<file path="src/rtl/cache_arbiter_pkg.sv">
// Shared types for the I/D cacheline arbiter: FSM states, latched op
// and the line-offset helper used to align the memory address.
package arbiter_types;

  typedef enum logic [1:0] {
    IDLE,
    SERVE_I,
    SERVE_D,
    RESP
  } arb_state_t;

  typedef enum logic {
    OP_READ,
    OP_WRITE
  } arb_op_t;

  // Byte-offset bits inside one cacheline.
  function automatic int line_off_bits(input int line_width);
    return $clog2(line_width / 8);
  endfunction

  localparam int LINE_OFF_BITS = line_off_bits(256);

endpackage

</file>
<file path="src/rtl/cache_arbiter_grant.sv">
// Winner selection in IDLE plus the D-grant streak counter.
// Ports: clk, rst (sync, active-low), en (FSM in IDLE), i_read,
// d_read, d_write in; grant_i, grant_d (one-hot) out.
module arbiter_grant #(
  parameter int MAX_D_STREAK = 4
) (
  input  logic clk,
  input  logic rst,
  input  logic en,
  input  logic i_read,
  input  logic d_read,
  input  logic d_write,
  output logic grant_i,
  output logic grant_d
);

  localparam int SW = $clog2(MAX_D_STREAK + 1);

  logic [SW-1:0] streak;
  logic          d_req;
  logic          at_max;

  assign d_req  = d_read | d_write;
  assign at_max = (streak == SW'(MAX_D_STREAK));

  // D wins unless I has waited through a full streak of D grants.
  assign grant_d = en & d_req & ~(i_read & at_max);
  assign grant_i = en & i_read & ~grant_d;

  always_ff @(posedge clk) begin
    if (!rst) begin
      streak <= '0;
    end else if (grant_i) begin
      streak <= '0;
    end else if (grant_d) begin
      if (!i_read)
        streak <= '0;
      else if (!at_max)
        streak <= streak + SW'(1);
    end
  end

endmodule

</file>
<file path="src/rtl/cache_arbiter.sv">
// Shares one physical-memory line port between the I-cache and D-cache.
// Ports: clk, rst (sync, active-low); i_read/i_address -> i_rdata/i_resp;
// d_read/d_write/d_address/d_wdata -> d_rdata/d_resp; pmem_* memory side.
module cache_arbiter
  import arbiter_types::*;
#(
  parameter int LINE_WIDTH   = 256,
  parameter int ADDR_WIDTH   = 32,
  parameter int MAX_D_STREAK = 4
) (
  input  logic                  clk,
  input  logic                  rst,
  input  logic                  i_read,
  input  logic [ADDR_WIDTH-1:0] i_address,
  output logic [LINE_WIDTH-1:0] i_rdata,
  output logic                  i_resp,
  input  logic                  d_read,
  input  logic                  d_write,
  input  logic [ADDR_WIDTH-1:0] d_address,
  input  logic [LINE_WIDTH-1:0] d_wdata,
  output logic [LINE_WIDTH-1:0] d_rdata,
  output logic                  d_resp,
  output logic                  pmem_read,
  output logic                  pmem_write,
  output logic [ADDR_WIDTH-1:0] pmem_address,
  output logic [LINE_WIDTH-1:0] pmem_wdata,
  input  logic [LINE_WIDTH-1:0] pmem_rdata,
  input  logic                  pmem_resp
);

  localparam int OFF = line_off_bits(LINE_WIDTH);
  localparam logic [ADDR_WIDTH-1:0] ALIGN_MASK =
    ~ADDR_WIDTH'((1 << OFF) - 1);

  arb_state_t            state, state_n;
  arb_op_t               op_q;
  logic [ADDR_WIDTH-1:0] addr_q;
  logic [LINE_WIDTH-1:0] wdata_q;
  logic                  idle;
  logic                  grant_i, grant_d;

  assign idle = (state == IDLE);

  arbiter_grant #(
    .MAX_D_STREAK(MAX_D_STREAK)
  ) u_grant (
    .clk     (clk),
    .rst     (rst),
    .en      (idle),
    .i_read  (i_read),
    .d_read  (d_read),
    .d_write (d_write),
    .grant_i (grant_i),
    .grant_d (grant_d)
  );

  always_comb begin
    state_n = state;
    unique case (state)
      IDLE: begin
        if (grant_d)
          state_n = SERVE_D;
        else if (grant_i)
          state_n = SERVE_I;
      end
      SERVE_I, SERVE_D: begin
        if (pmem_resp)
          state_n = RESP;
      end
      RESP:    state_n = IDLE;
      default: state_n = IDLE;
    endcase
  end

  // Strobes depend only on registered state, never on requester inputs.
  assign pmem_read = (state == SERVE_I) |
                     ((state == SERVE_D) & (op_q == OP_READ));
  assign pmem_write   = (state == SERVE_D) & (op_q == OP_WRITE);
  assign pmem_address = addr_q & ALIGN_MASK;
  assign pmem_wdata   = wdata_q;

  always_ff @(posedge clk) begin
    if (!rst) begin
      state   <= IDLE;
      op_q    <= OP_READ;
      addr_q  <= '0;
      wdata_q <= '0;
      i_rdata <= '0;
      d_rdata <= '0;
      i_resp  <= 1'b0;
      d_resp  <= 1'b0;
    end else begin
      state  <= state_n;
      i_resp <= 1'b0;
      d_resp <= 1'b0;
      if (grant_d) begin
        addr_q  <= d_address;
        wdata_q <= d_wdata;
        op_q    <= d_write ? OP_WRITE : OP_READ;
      end else if (grant_i) begin
        addr_q <= i_address;
        op_q   <= OP_READ;
      end
      // Resp flops go high exactly in the RESP cycle.
      if (state == SERVE_I && pmem_resp) begin
        i_rdata <= pmem_rdata;
        i_resp  <= 1'b1;
      end
      if (state == SERVE_D && pmem_resp) begin
        d_resp <= 1'b1;
        if (op_q == OP_READ)
          d_rdata <= pmem_rdata;
      end
    end
  end

endmodule

</file>
<file path="config.mk">
export PLATFORM = sky130hd
export DESIGN_NAME = cache_arbiter
export DESIGN_NICKNAME = d
export VERILOG_FILES = /design/src/rtl/cache_arbiter_pkg.sv /design/src/rtl/cache_arbiter_grant.sv /design/src/rtl/cache_arbiter.sv
export SDC_FILE = /design/constraint.sdc
export NUM_CORES = 2
export LEC_CHECK = 0
export ABC_AREA = 1
export CAP_MARGIN = 15
export CORE_AREA = 5 5 544 546
export DETAILED_ROUTE_END_ITERATION = 16
export DIE_AREA = 0 0 549 551
export DONT_BUFFER_PORTS = 1
export REMOVE_ABC_BUFFERS = 1
export SETUP_SLACK_MARGIN = 0.15
export SYNTH_ARGS = -nofsm -noshare
export SYNTH_HDL_FRONTEND = slang
export SYNTH_HIERARCHICAL = 1
export SYNTH_SLANG_ARGS = --single-unit
</file>
<file path="constraint.sdc">
create_clock -name clk -period 1.8 [get_ports clk]
set_input_delay 0.45 -clock clk [delete_from_list [all_inputs] [get_ports clk]]
set_output_delay 0.45 -clock clk [all_outputs]
set_load 0.005 [all_outputs]
</file>
==> metrics.csv <==
metric,value,unit
worstPathArrival,2.90,ns
max_slew_margin,-74.05,%
cts-htree-levels,3,
grt_max_degree,800,
dpl_cell_area,0.03361,mm^2
finalWorstSetupSlack,-0.3958,ns
core_area,0.2901,mm^2
leakagePower,0.01820,uW
avgSynthCellArea,7.748,um^2
drt-pass1-iter-count,6,
grt_usage,12.05,%
drv_slew,532,
dieHeight,551,um
yosys_register_bits,803,
critPathMaxFanout,7,
cp_top_family,buffers and inverters,
p_per_area,1458,mW/mm^2
drtIter0Drc,2677,
hold_start,rst,
yosysUniqueCellTypes,22,
clock.fmax,0.4554,GHz
gp_congestion,0.8967,
ctsLongestPathBuffers,4,
final_util,16.33,%
yosysSeqAreaShare,57.40,%
die_area,0.3025,mm^2
setup_viol,481,
nets,4904,
worstPathRequired,2.50,ns
drive_gt1_share,20.78,%
run_status,"finished, violations left",
fin_area,0.04739,mm^2
cpMaxStageDelayCell,dfxtp_2,
insertion_delay,0.79,ns
period_share,122.0,%
startpoint,state[0]$_SDFFE_PN0P_,
wl_per_cell,23.89,um
synthCells,3615,
worstHoldPathType,primary input to register,
routed_wl,199700,um
hpwl,151600,um
final_hold_viol_count,13,
max_cap_viol_count,0,
first_global_vias,27121,
clkSinkCount,803,
rsz0062_at_grt,true,
rows,198,
antenna_found_initial,234,
port-buffer-count,0,
clk_pin_slew,0.06,ns
critPathLaunchType,register,
ff2ff_setup_slack,-0.40,ns
cts_tree,built,
finClkSkew,0.03650,ns
r2r_start,state[0]$_SDFFE_PN0P_,
syn_area,0.02801,mm^2
post-route-drc-count,0,
grt_pass1_wl,251200,um
critPathBufInv,9,
vdd_drop_max,0.8306,mV
drtAntennaViolNets,0,
grt_overflow_total,0,
yosys_warnings,6,
crit_path_cell_trace,inv_2 -> buf_4 -> buf_6 -> ha_4 -> o21ai_4 -> nor2_4 -> buf_12 -> buf_6 -> buf_12 -> buf_8 -> nor2_8 -> buf_12 -> nand2_4 -> nand3_2 -> nand2_1 -> inv_1,
critPathMaxStageDelay,0.33,ns
tightest_slew,2.611,ns
via_per_inst,3.531,
cts-buffers-inserted,97,
end_kind,register,
critPathKind,register to register,
path_common_cell,buf_12,
initial_core_util,9.655,%
finalCriticalPeriod,2.196,ns
fp.dieW,549,um
failed_checks,"hold timing, slew limit, setup timing",
route.vias.total,29526,
area_delta_synth_final,69.19,%
timing.hold.ws,-0.1422,ns
root_buffer,clkbuf_16,
ioPinCount,1386,
## layout make-up
cell class                      instances  area (um^2)
Sequential cell                       803        16350
Antenna cell                           73        182.7
Tap cell                             3900         4880
Fill cell                           32187       242700
Timing Repair inverter                  2        50.05
Clock inverter                         33        356.6
Clock buffer                          137         2778
Timing Repair Buffer                  866        10140
Multi-Input combinational cell       2501        12430
Inverter                               46        216.5
## synthesized netlist by cell type (all sizes together)
cell type	count	share of area [%]
a21o	1	0.027
a21oi	4	0.11
buf	134	2.7
clkbuf	136	1.8
conb	1	0.013
dfxtp	803	57
ha	5	0.22
inv	46	0.62
nand2	134	1.8
nand3	30	0.55
nor2	1550	21
o21ai	771	14
## worst register-to-register path: stages, from the launching register on
cell and delay, ns:
dfxtp_2 0.33, inv_2 0.05, buf_4 0.13, buf_6 0.11
ha_4 0.17, o21ai_4 0.07, nor2_4 0.07, buf_12 0.15
buf_6 0.12, buf_12 0.12, buf_8 0.12, nor2_8 0.18
buf_12 0.18, nand2_4 0.08, nand3_2 0.06, nand2_1 0.07
inv_1 0.10
## cells in the final DEF (no fill, tap or decap), types with 6 or more instances in the layout
master	n
nor2_1	1356
dfxtp_1	727
o21ai_0	614
dlygate4sd3_1	567
nor2_4	122
buf_4	115
clkbuf_16	110
o21ai_2	83
nand2_1	82
diode_2	73
dfxtp_4	72
nor2_2	71
o21ai_1	66
buf_12	65
buf_6	43
buf_16	42
inv_1	33
nand2_4	28
nand3_2	26
nand2_2	24
clkbuf_8	20
clkbuf_1	20
buf_8	20
clkinv_2	10
inv_2	9
o21ai_4	8
inv_6	6
## report_power, final
group	switching [uW]	internal, uW
Combinational	11500	10700
Clock	8460	11200
Sequential	5140	22000
Total	25100	43900
## final timing paths
| check | to | cells past startpoint |
|---|---|---|
| worst max-delay path | addr_q[16]$_SDFFE_PN0P_ | 16 |
| worst min-delay path | pmem_wdata[96]$_SDFFE_PN0P_ | 2 |
| worst max register to register | addr_q[16]$_SDFFE_PN0P_ | 16 |
| worst min register to register | u_grant/streak[1]$_SDFFE_PP0P_ | 2 |
## registers in the layout, summed over array words and instances, names as in the netlist
signal          cells
addr_q             27
pmem_wdata        256
i_rdata           256
op_q                1
i_resp              1
d_rdata           256
state               2
u_grant/streak      3
d_resp              1
## metrics by stage
stage / setup TNS (ns) / power, uW / hold slack (ns) / worst slack, ns / cells
final: -86.47 / 69070 / -0.1422 / -0.3958 / 8361
after global routing: -121.40 / 72210 / -0.2571 / -0.4972 / 8318
after CTS: -15.39 / 65660 / -0.2880 / -0.4606 / 8242
after detailed placement: -7.634 / 38470 / 0.4899 / -0.1590 / 7436
after global placement: -6.253 / 38320 / 0.4813 / -0.1717 / 7436
after floorplan: -4518.97 / 31160 / 0.4657 / -7.387 / 3349
## timing repair
action | CTS | global route
endpoints found under the hold margin | 802 | 127
resized for setup | 469 | 506
setup buffers | 32 | 31
endpoints found under the setup margin | 1445 | 1462
hold buffers | 566 | 1
pin swaps | 29 | 89
gates cloned | 38 | 14
## metal layers
| layer | wire length, um | up-vias | GRT usage, % |
|---|---|---|---|
| met5 | 1197 | - | 0 |
| met4 | 9844 | 190 | 4.413 |
| met3 | 28670 | 687 | 7.371 |
| met2 | 89710 | 1882 | 19.46 |
| met1 | 70280 | 13691 | 12.86 |
| li1 | - | 13076 | - |
## logic make-up (layout without fill, tap and decap cells)
group	count (synthesis)	in the layout	share of synthesized area (%)
AO/OA/AOI/OAI	776	776	13.92
other	1	78	0.01339
AND/OR/NAND/NOR	1714	1715	23.32
adder cells (fa/ha/maj)	5	5	0.2234
buffers and inverters	316	1084	5.133
flip-flops	803	803	57.40
(Power assumes the default switching activity.)
